<file path="src/rtl/memtest_hex_if.sv">
// Capture/display bundle between the memory-test sequencer, the hex display
// block and whoever observes it (board pins or a bench).
interface memtest_hex_if #(
  parameter int unsigned CNT_WIDTH = 8
);
  logic [15:0]          q_a;
  logic [15:0]          q_b;
  logic                 selectout;
  logic                 capture;
  logic                 freeze;
  logic [6:0]           seg;
  logic [3:0]           an;
  logic [15:0]          word;
  logic [CNT_WIDTH-1:0] cap_count;

  modport master (
    output q_a, q_b, selectout, capture, freeze,
    input  seg, an, word, cap_count
  );

  modport slave (
    input  q_a, q_b, selectout, capture, freeze,
    output seg, an, word, cap_count
  );
endinterface

</file>
<file path="src/rtl/memtest_hex_display.sv">
// Captures the selected RAM read word and scans it onto a 4-digit active-low
// 7-segment display. Optional macro LEADING_ZERO_BLANK_EN blanks leading zero digits.
module memtest_hex_display #(
  parameter int unsigned REFRESH_DIV = 50000,
  parameter int unsigned CNT_WIDTH   = 8
) (
  input  logic          clk,
  input  logic          rst,
  memtest_hex_if.slave  bus
);

  localparam int unsigned RW = (REFRESH_DIV > 1) ? $clog2(REFRESH_DIV) : 1;
  localparam logic [RW-1:0] REF_LAST = RW'(REFRESH_DIV - 1);

  logic [RW-1:0]        ref_q, ref_d;
  logic [1:0]           idx_q, idx_d;
  logic [15:0]          word_q, word_d;
  logic [CNT_WIDTH-1:0] cnt_q, cnt_d;
  logic [3:0]           an_q, an_d;
  logic [6:0]           seg_q, seg_d;
  logic [3:0]           nib;

  function automatic logic [6:0] hex_glyph(input logic [3:0] n);
    case (n)
      4'h0: hex_glyph = 7'h40;
      4'h1: hex_glyph = 7'h79;
      4'h2: hex_glyph = 7'h24;
      4'h3: hex_glyph = 7'h30;
      4'h4: hex_glyph = 7'h19;
      4'h5: hex_glyph = 7'h12;
      4'h6: hex_glyph = 7'h02;
      4'h7: hex_glyph = 7'h78;
      4'h8: hex_glyph = 7'h00;
      4'h9: hex_glyph = 7'h10;
      4'hA: hex_glyph = 7'h08;
      4'hB: hex_glyph = 7'h03;
      4'hC: hex_glyph = 7'h46;
      4'hD: hex_glyph = 7'h21;
      4'hE: hex_glyph = 7'h06;
      default: hex_glyph = 7'h0E;
    endcase
  endfunction

`ifdef LEADING_ZERO_BLANK_EN
  // Index of the most significant nonzero nibble; 0 when the word is zero.
  function automatic logic [1:0] msd_index(input logic [15:0] w);
    if (w[15:12] != 4'h0)     msd_index = 2'd3;
    else if (w[11:8] != 4'h0) msd_index = 2'd2;
    else if (w[7:4] != 4'h0)  msd_index = 2'd1;
    else                      msd_index = 2'd0;
  endfunction
`endif

  always_comb begin
    ref_d  = ref_q + 1'b1;
    idx_d  = idx_q;
    if (ref_q == REF_LAST) begin
      ref_d = '0;
      idx_d = idx_q + 2'd1;
    end

    word_d = word_q;
    cnt_d  = cnt_q;
    if (bus.capture && !bus.freeze) begin
      word_d = bus.selectout ? bus.q_b : bus.q_a;
      cnt_d  = cnt_q + 1'b1;
    end

    nib   = 4'(word_q >> {idx_q, 2'b00});
    an_d  = ~(4'b0001 << idx_q);
`ifdef LEADING_ZERO_BLANK_EN
    seg_d = (idx_q > msd_index(word_q)) ? 7'h7F : hex_glyph(nib);
`else
    seg_d = hex_glyph(nib);
`endif
  end

  // Output registers follow the current index by one cycle so anode and glyph switch together.
  always_ff @(posedge clk) begin
    if (rst) begin
      ref_q  <= '0;
      idx_q  <= 2'd0;
      word_q <= 16'h0000;
      cnt_q  <= '0;
      an_q   <= 4'b1110;
      seg_q  <= 7'h40;
    end else begin
      ref_q  <= ref_d;
      idx_q  <= idx_d;
      word_q <= word_d;
      cnt_q  <= cnt_d;
      an_q   <= an_d;
      seg_q  <= seg_d;
    end
  end

  assign bus.word      = word_q;
  assign bus.cap_count = cnt_q;
  assign bus.an        = an_q;
  assign bus.seg       = seg_q;

endmodule

</file>
<file path="src/flat_wrapper.sv">
// flat-port wrapper written by rule: the top's interface ports become plain ports
module memtest_hex_display_flat 
#(
  parameter int unsigned REFRESH_DIV = 50000,
  parameter int unsigned CNT_WIDTH   = 8
)
  (clk, rst, bus_q_a, bus_q_b, bus_selectout, bus_capture, bus_freeze, bus_seg, bus_an, bus_word, bus_cap_count);
  memtest_hex_if #(.CNT_WIDTH(CNT_WIDTH)) bus_i ();
  input  logic clk;
  input  logic rst;
  input wire logic [$bits(bus_i.q_a)-1:0] bus_q_a;
  input wire logic [$bits(bus_i.q_b)-1:0] bus_q_b;
  input wire logic [$bits(bus_i.selectout)-1:0] bus_selectout;
  input wire logic [$bits(bus_i.capture)-1:0] bus_capture;
  input wire logic [$bits(bus_i.freeze)-1:0] bus_freeze;
  output wire logic [$bits(bus_i.seg)-1:0] bus_seg;
  output wire logic [$bits(bus_i.an)-1:0] bus_an;
  output wire logic [$bits(bus_i.word)-1:0] bus_word;
  output wire logic [$bits(bus_i.cap_count)-1:0] bus_cap_count;
  assign bus_i.q_a = bus_q_a;
  assign bus_i.q_b = bus_q_b;
  assign bus_i.selectout = bus_selectout;
  assign bus_i.capture = bus_capture;
  assign bus_i.freeze = bus_freeze;
  assign bus_seg = bus_i.seg;
  assign bus_an = bus_i.an;
  assign bus_word = bus_i.word;
  assign bus_cap_count = bus_i.cap_count;
  memtest_hex_display #(.REFRESH_DIV(REFRESH_DIV), .CNT_WIDTH(CNT_WIDTH)) u_core (.clk(clk), .rst(rst), .bus(bus_i));
endmodule
</file>
<file path="config.mk">
export PLATFORM = sky130hd
export DESIGN_NAME = memtest_hex_display_flat
export DESIGN_NICKNAME = d
export VERILOG_FILES = /design/src/rtl/memtest_hex_if.sv /design/src/rtl/memtest_hex_display.sv /design/src/flat_wrapper.sv
export SDC_FILE = /design/constraint.sdc
export NUM_CORES = 1
export LEC_CHECK = 0
export CAP_MARGIN = 30
export CORE_UTILIZATION = 51
export DETAILED_ROUTE_END_ITERATION = 7
export GPL_TIMING_DRIVEN = 1
export HOLD_SLACK_MARGIN = 0.05
export PLACE_DENSITY_LB_ADDON = 0.25
export SYNTH_ARGS = -nofsm -noshare
export SYNTH_HDL_FRONTEND = slang
export SYNTH_SLANG_ARGS = --single-unit
</file>
<file path="constraint.sdc">
create_clock -name clk -period 3.05 [get_ports clk]
set_input_delay 0.61 -clock clk [delete_from_list [all_inputs] [get_ports clk]]
set_output_delay 0.61 -clock clk [all_outputs]
set_load 0.005 [all_outputs]
</file>
Yosys cells after proc, flatten, opt, wreduce, memory -nomap -nowiden
Memory sizes are Yosys's and may differ from the RTL's. A register that Yosys moved wholly into a read port is not among the register bits. Cells that the tools add are included.

Register bits: 46. Memory bits (read-only): 112. Input bits: 37. Output and inout port bits: 35. Word-level logic and storage cells: 17. Memories kept: 1.

Memory list: (name not given) (depth 16, width 7, rd ports 1, clocked after Yosys merged registers in 1, wr ports 0, RTL line memtest_hex_display.sv:24) `case (n)`.

Add/subtract/negate cells: 3. Equal/unequal tests: 1. Shift operators: 2. Multiplexer cells: 1. Bitwise logic cells: 1. Reduce and logical (&&, ||, !) cells: 3.

Operator list (count): $add A16 B1 Y16 const B (1); $eq A16 B16 Y1 const B (1); $mux W16 (1); $shr A16 B4 Y4 (1); $add A8 B1 Y8 const B (1); $not A4 Y4 (1); $shl A1 B2 Y4 const A (1); $add A2 B1 Y2 const B (1); $reduce_or A2 Y1 (1); $logic_and A1 B1 Y1 (1); $logic_not A1 Y1 (1).

Longest topological paths before layout
Depth after elaboration: 2. Gate-level depth with buffers: 7. Depth with buffers taken out: 6.

Worst setup path after synthesis
OpenSTA, ideal clock, no wires.

Kind: register to register. Start point: reg u_core.idx_q[0]. End point: reg u_core.seg_q[3] (netlist: u_core.bus.seg[3]). Setup time: 0.126 ns. Arrival: 1.946 ns. Required time: 2.924 ns. Path slack: 0.978 ns. Stages on the path, launching flop included: 8. Path buffers: 1. Period minus slack after synthesis: 2.072 ns. Cell sequence: dfxtp_1 clkbuf_2 mux4_2 inv_1 ha_1 inv_1 mux4_2 nor2b_1.

Cells in the longest elaborated chain, start to end: 1.

RTL lines: start, declared (RTL line memtest_hex_display.sv:16) `logic [1:0] idx_q, idx_d;`; start signal, assigned (RTL line memtest_hex_display.sv:89) `idx_q <= idx_d;`; $shr A16 B4 Y4 (RTL line memtest_hex_display.sv:69) `nib = 4'(word_q >> {idx_q, 2'b00});`; end, declared (RTL line memtest_hex_display.sv:20) `logic [6:0] seg_q, seg_d;`.

Every way passes these cells. A chain may end at the register's enable or synchronous reset.

Final worst setup path
Ends and elaborated chain as after synthesis.

==> results.rst <==
.. list-table::
   :header-rows: 1

   * - Metric
     - Value
   * - Result of the run
     - finished, final reports clean
   * - First drt pass iteration count
     - 4
   * - Net count, final
     - approximately 370
   * - Htree depth
     - 2
   * - Die boundary height
     - ~72 µm
   * - Share of total power in combinational logic
     - between 10% and 20%
   * - Iteration-0 DRC count of the detailed router
     - 81
   * - Most frequent cells in the layout
     - clkdlybuf4s50_1, dfxtp_1, nor2_1
   * - Synthesis-to-finish area growth
     - 33.5%
   * - Wire length of the first global-routing pass
     - roughly 8.3 mm
   * - Highest achievable clock rate
     - about 450 MHz
   * - Detailed-route vias per instance
     - between 5 and 6
   * - Total number of yosys warnings
     - 0
   * - Setup crit end kind
     - flip-flop
   * - All-Layer GR Usage
     - around 20%
   * - Clock-pin transition on the worst setup and hold timing paths
     - 90 ps
   * - Die boundary width
     - between 70 and 80 µm
   * - Layout fillers
     - 383
   * - DR WL/cell
     - ~13 µm
   * - Post-synthesis cell count
     - between 200 and 300
   * - Leak
     - approximately 1.3 nW
   * - Endpoint arrival time on the critical path
     - about 2400 ps
   * - Count of state elements after synthesis
     - 53
   * - Clock latency on the worst-skew pair
     - about 300 ps
   * - Number of cells upsized or downsized after cts
     - 0
   * - Most common cell after layout, fill and taps aside
     - clkdlybuf4s50_1
   * - Critical path start-end classification
     - flip-flop to flip-flop
   * - Fraction of registers with async set or reset after synthesis
     - 0%
   * - Multi-input logic area
     - around 0.0013 mm²
   * - WL final
     - between 4 and 5 mm
   * - Max transition margin
     - 59.9%
   * - Detail Placement HPWL
     - around 3.7 mm
   * - Required time worst endpoint
     - roughly 3200 ps
   * - Port Buf Inserts
     - slightly above 70
   * - Fraction of power consumed by the clock network
     - ~29%
   * - Clk sink count
     - 53
   * - Net Sw Frac
     - 24.6%
   * - Share of post-route cells with drive strength above 1
     - under 10%
   * - Summed negative setup slack over all endpoints
     - 0 ps
   * - Number of antenna violations at the first check in global routing
     - 0
   * - Initial Utilization
     - between 50% and 60%
   * - Number of hold-repair buffers added at the cts stage
     - 0
   * - Vias after detailed routing
     - 1984
   * - Endpoints failing setup
     - 0
   * - Internal
     - 0.00101 W
   * - Total global routing overflow
     - 0
   * - CTS tree
     - yes
   * - Maximum number of pins on one net before global-route repair
     - 33
   * - FF+latch area
     - ~0.0011 mm²
   * - Syn nets
     - about 310
   * - Number of endpoints with negative hold slack in the final report
     - 0
   * - Slew Viols, Final
     - 0
   * - Antenna cells
     - 0
   * - Worst hold path type
     - flip-flop to flip-flop
   * - Area after DPL
     - approximately 0.0032 mm²
   * - Sequential power share
     - a little under three fifths
   * - Most used flip-flop cell after synthesis
     - dfxtp_1
   * - Kind of start point of the critical path
     - flip-flop
   * - Final core area utilization
     - 70.6%
   * - Final non-filler cell area
     - between 0.003 and 0.004 mm²
   * - Part of the Yosys area used for sequential elements
     - 42.5%
   * - Fin crit share
     - between 70% and 80%
   * - Clock skew after layout
     - 4.55 ps
   * - Area of the mapped netlist
     - between 0.002 and 0.0025 mm²
   * - Maximum vdd drop
     - between 0.2 and 0.3 mV
   * - Total die area
     - 0.00518 mm²
   * - Floorplan row count
     - 25
   * - Number of clock buffers inserted by TritonCTS
     - 5
   * - Number of antenna-violating nets in the routed design
     - 0
   * - Mean instance size in the synthesized netlist
     - roughly 9.6 µm²
   * - RSZ-0062 raised after global routing
     - no
   * - Number of ports placed on the die boundary
     - 72
   * - Number of distinct standard cells referenced by the synthesized netlist
     - 39
   * - Deepest clock path buffer count
     - 2
   * - Pwr/cell area
     - approximately 400 mW/mm²
   * - Final critical path time including I/O delays and setup
     - approximately 2200 ps
   * - Switching power of the nets
     - ~0.00033 W
   * - Core region area
     - around 0.0047 mm²
   * - Number of flops mapped to enable cells by yosys
     - 0
   * - Max Cap Viol
     - 0
   * - Root cell of the clock tree
     - clkbuf_8
   * - Remaining design rule violation count
     - 0
   * - Peak fanout along the critical path
     - 7
   * - Slew at the pin with the worst max-slew slack
     - roughly 600 ps
   * - Via count of the first global-routing pass
     - 1852
   * - Global placement routability congestion
     - 0.781
   * - Post-CTS Setup Repair Bufs
     - 0
[worst max-delay path: stages, from the launching register on]
cell     delay, ps
dfxtp_1        550
mux4_2         630
inv_1          140
ha_1           170
inv_1           40
mux4_2         420
nor2b_1        130
[power by group through the flow]
stage	clock network, W	registers, W	logic (W)
2_1_floorplan	0	0.000751	0.000100
3_3_place_gp	0	0.000753	0.000203
3_5_place_dp	0	0.000752	0.000207
6_report	0.000391	0.000736	0.000207
4_1_cts	0.000404	0.000737	0.000209
5_1_grt	0.000424	0.000740	0.000227
[layer usage]
metal  vias up  GRT usage (%)  share of wire, %
met2        57           33.3                49
met3         5           4.72               5.6
met1       881           26.3                44
met4         0           8.50               1.1
li1       1041              -                 -
met5         -              0                 0
[state kept, by name, indices dropped and copies added, names as in the netlist]
register and count:
u_core.bus.word 16, u_core.bus.seg 7, u_core.idx_q 2, u_core.bus.cap_count 8, u_core.ref_q 16, u_core.bus.an 4
[cell families (layout without fill, tap and decap cells)]
family | Yosys count | count (layout) | share of synthesized area (%)
simple gates | 98 | 98 | 19.6
flops | 53 | 53 | 42.5
mux | 25 | 25 | 12.6
buf+inv | 22 | 89 | 3.96
fa+ha+maj | 12 | 12 | 6.01
compound gates | 28 | 28 | 7.92
xor+xnor | 21 | 21 | 7.36
[worst paths after layout]
path                         from                end  slack [ps]  depth (start not counted)
hold reg to reg   u_core.ref_q[0]    u_core.ref_q[0]         470                          1
hold / removal    u_core.ref_q[0]    u_core.ref_q[0]         470                          1
setup / recovery  u_core.idx_q[0]  u_core.bus.seg[3]         840                          6
setup reg to reg  u_core.idx_q[0]  u_core.bus.seg[3]         840                          6
[Yosys cell counts (2+ instances only)]
library cell / instances / share of area, %
a211oi_1: 16 / 4.8
and4_1: 2 / 0.70
buf_2: 3 / 0.60
nor3_1: 5 / 1.0
xnor2_1: 9 / 3.2
nand2_1: 7 / 1.1
nor2b_1: 3 / 0.75
dfxtp_1: 53 / 42
nor2_1: 47 / 7.1
nand3_1: 8 / 1.6
nand4_1: 9 / 2.3
and3_1: 4 / 1.0
xor2_1: 12 / 4.2
or3_1: 2 / 0.50
ha_1: 12 / 6.0
mux2_2: 2 / 0.90
mux4_2: 5 / 4.5
nand2b_1: 3 / 0.75
o21ai_0: 3 / 0.60
inv_1: 7 / 1.1
a21oi_1: 4 / 0.80
mux2i_1: 18 / 7.2
clkbuf_1: 9 / 1.4
[layout make-up]
cell class / count / area share (%)
Timing Repair Buffer: 74 / 22.0
Clock buffer: 5 / 2.06
Tap cell: 67 / 2.51
Inverter: 7 / 0.788
Clock inverter: 3 / 0.638
Multi-Input combinational cell: 184 / 40.2
Sequential cell: 53 / 31.8
[through the flow]
| stage | worst slack [ps] | power (W) | hold slack (ps) | std cells |
|---|---|---|---|---|
| 2_1_floorplan | 978 | 0.000851 | 426 | 259 |
| 3_3_place_gp | 923 | 0.000956 | 443 | 385 |
| 3_5_place_dp | 822 | 0.000960 | 452 | 385 |
| 4_1_cts | 825 | 0.00135 | 475 | 393 |
| 5_1_grt | 718 | 0.00139 | 515 | 393 |
| 6_report | 837 | 0.00133 | 470 | 393 |
No activity file was read; power rests on OpenSTA's default activity.
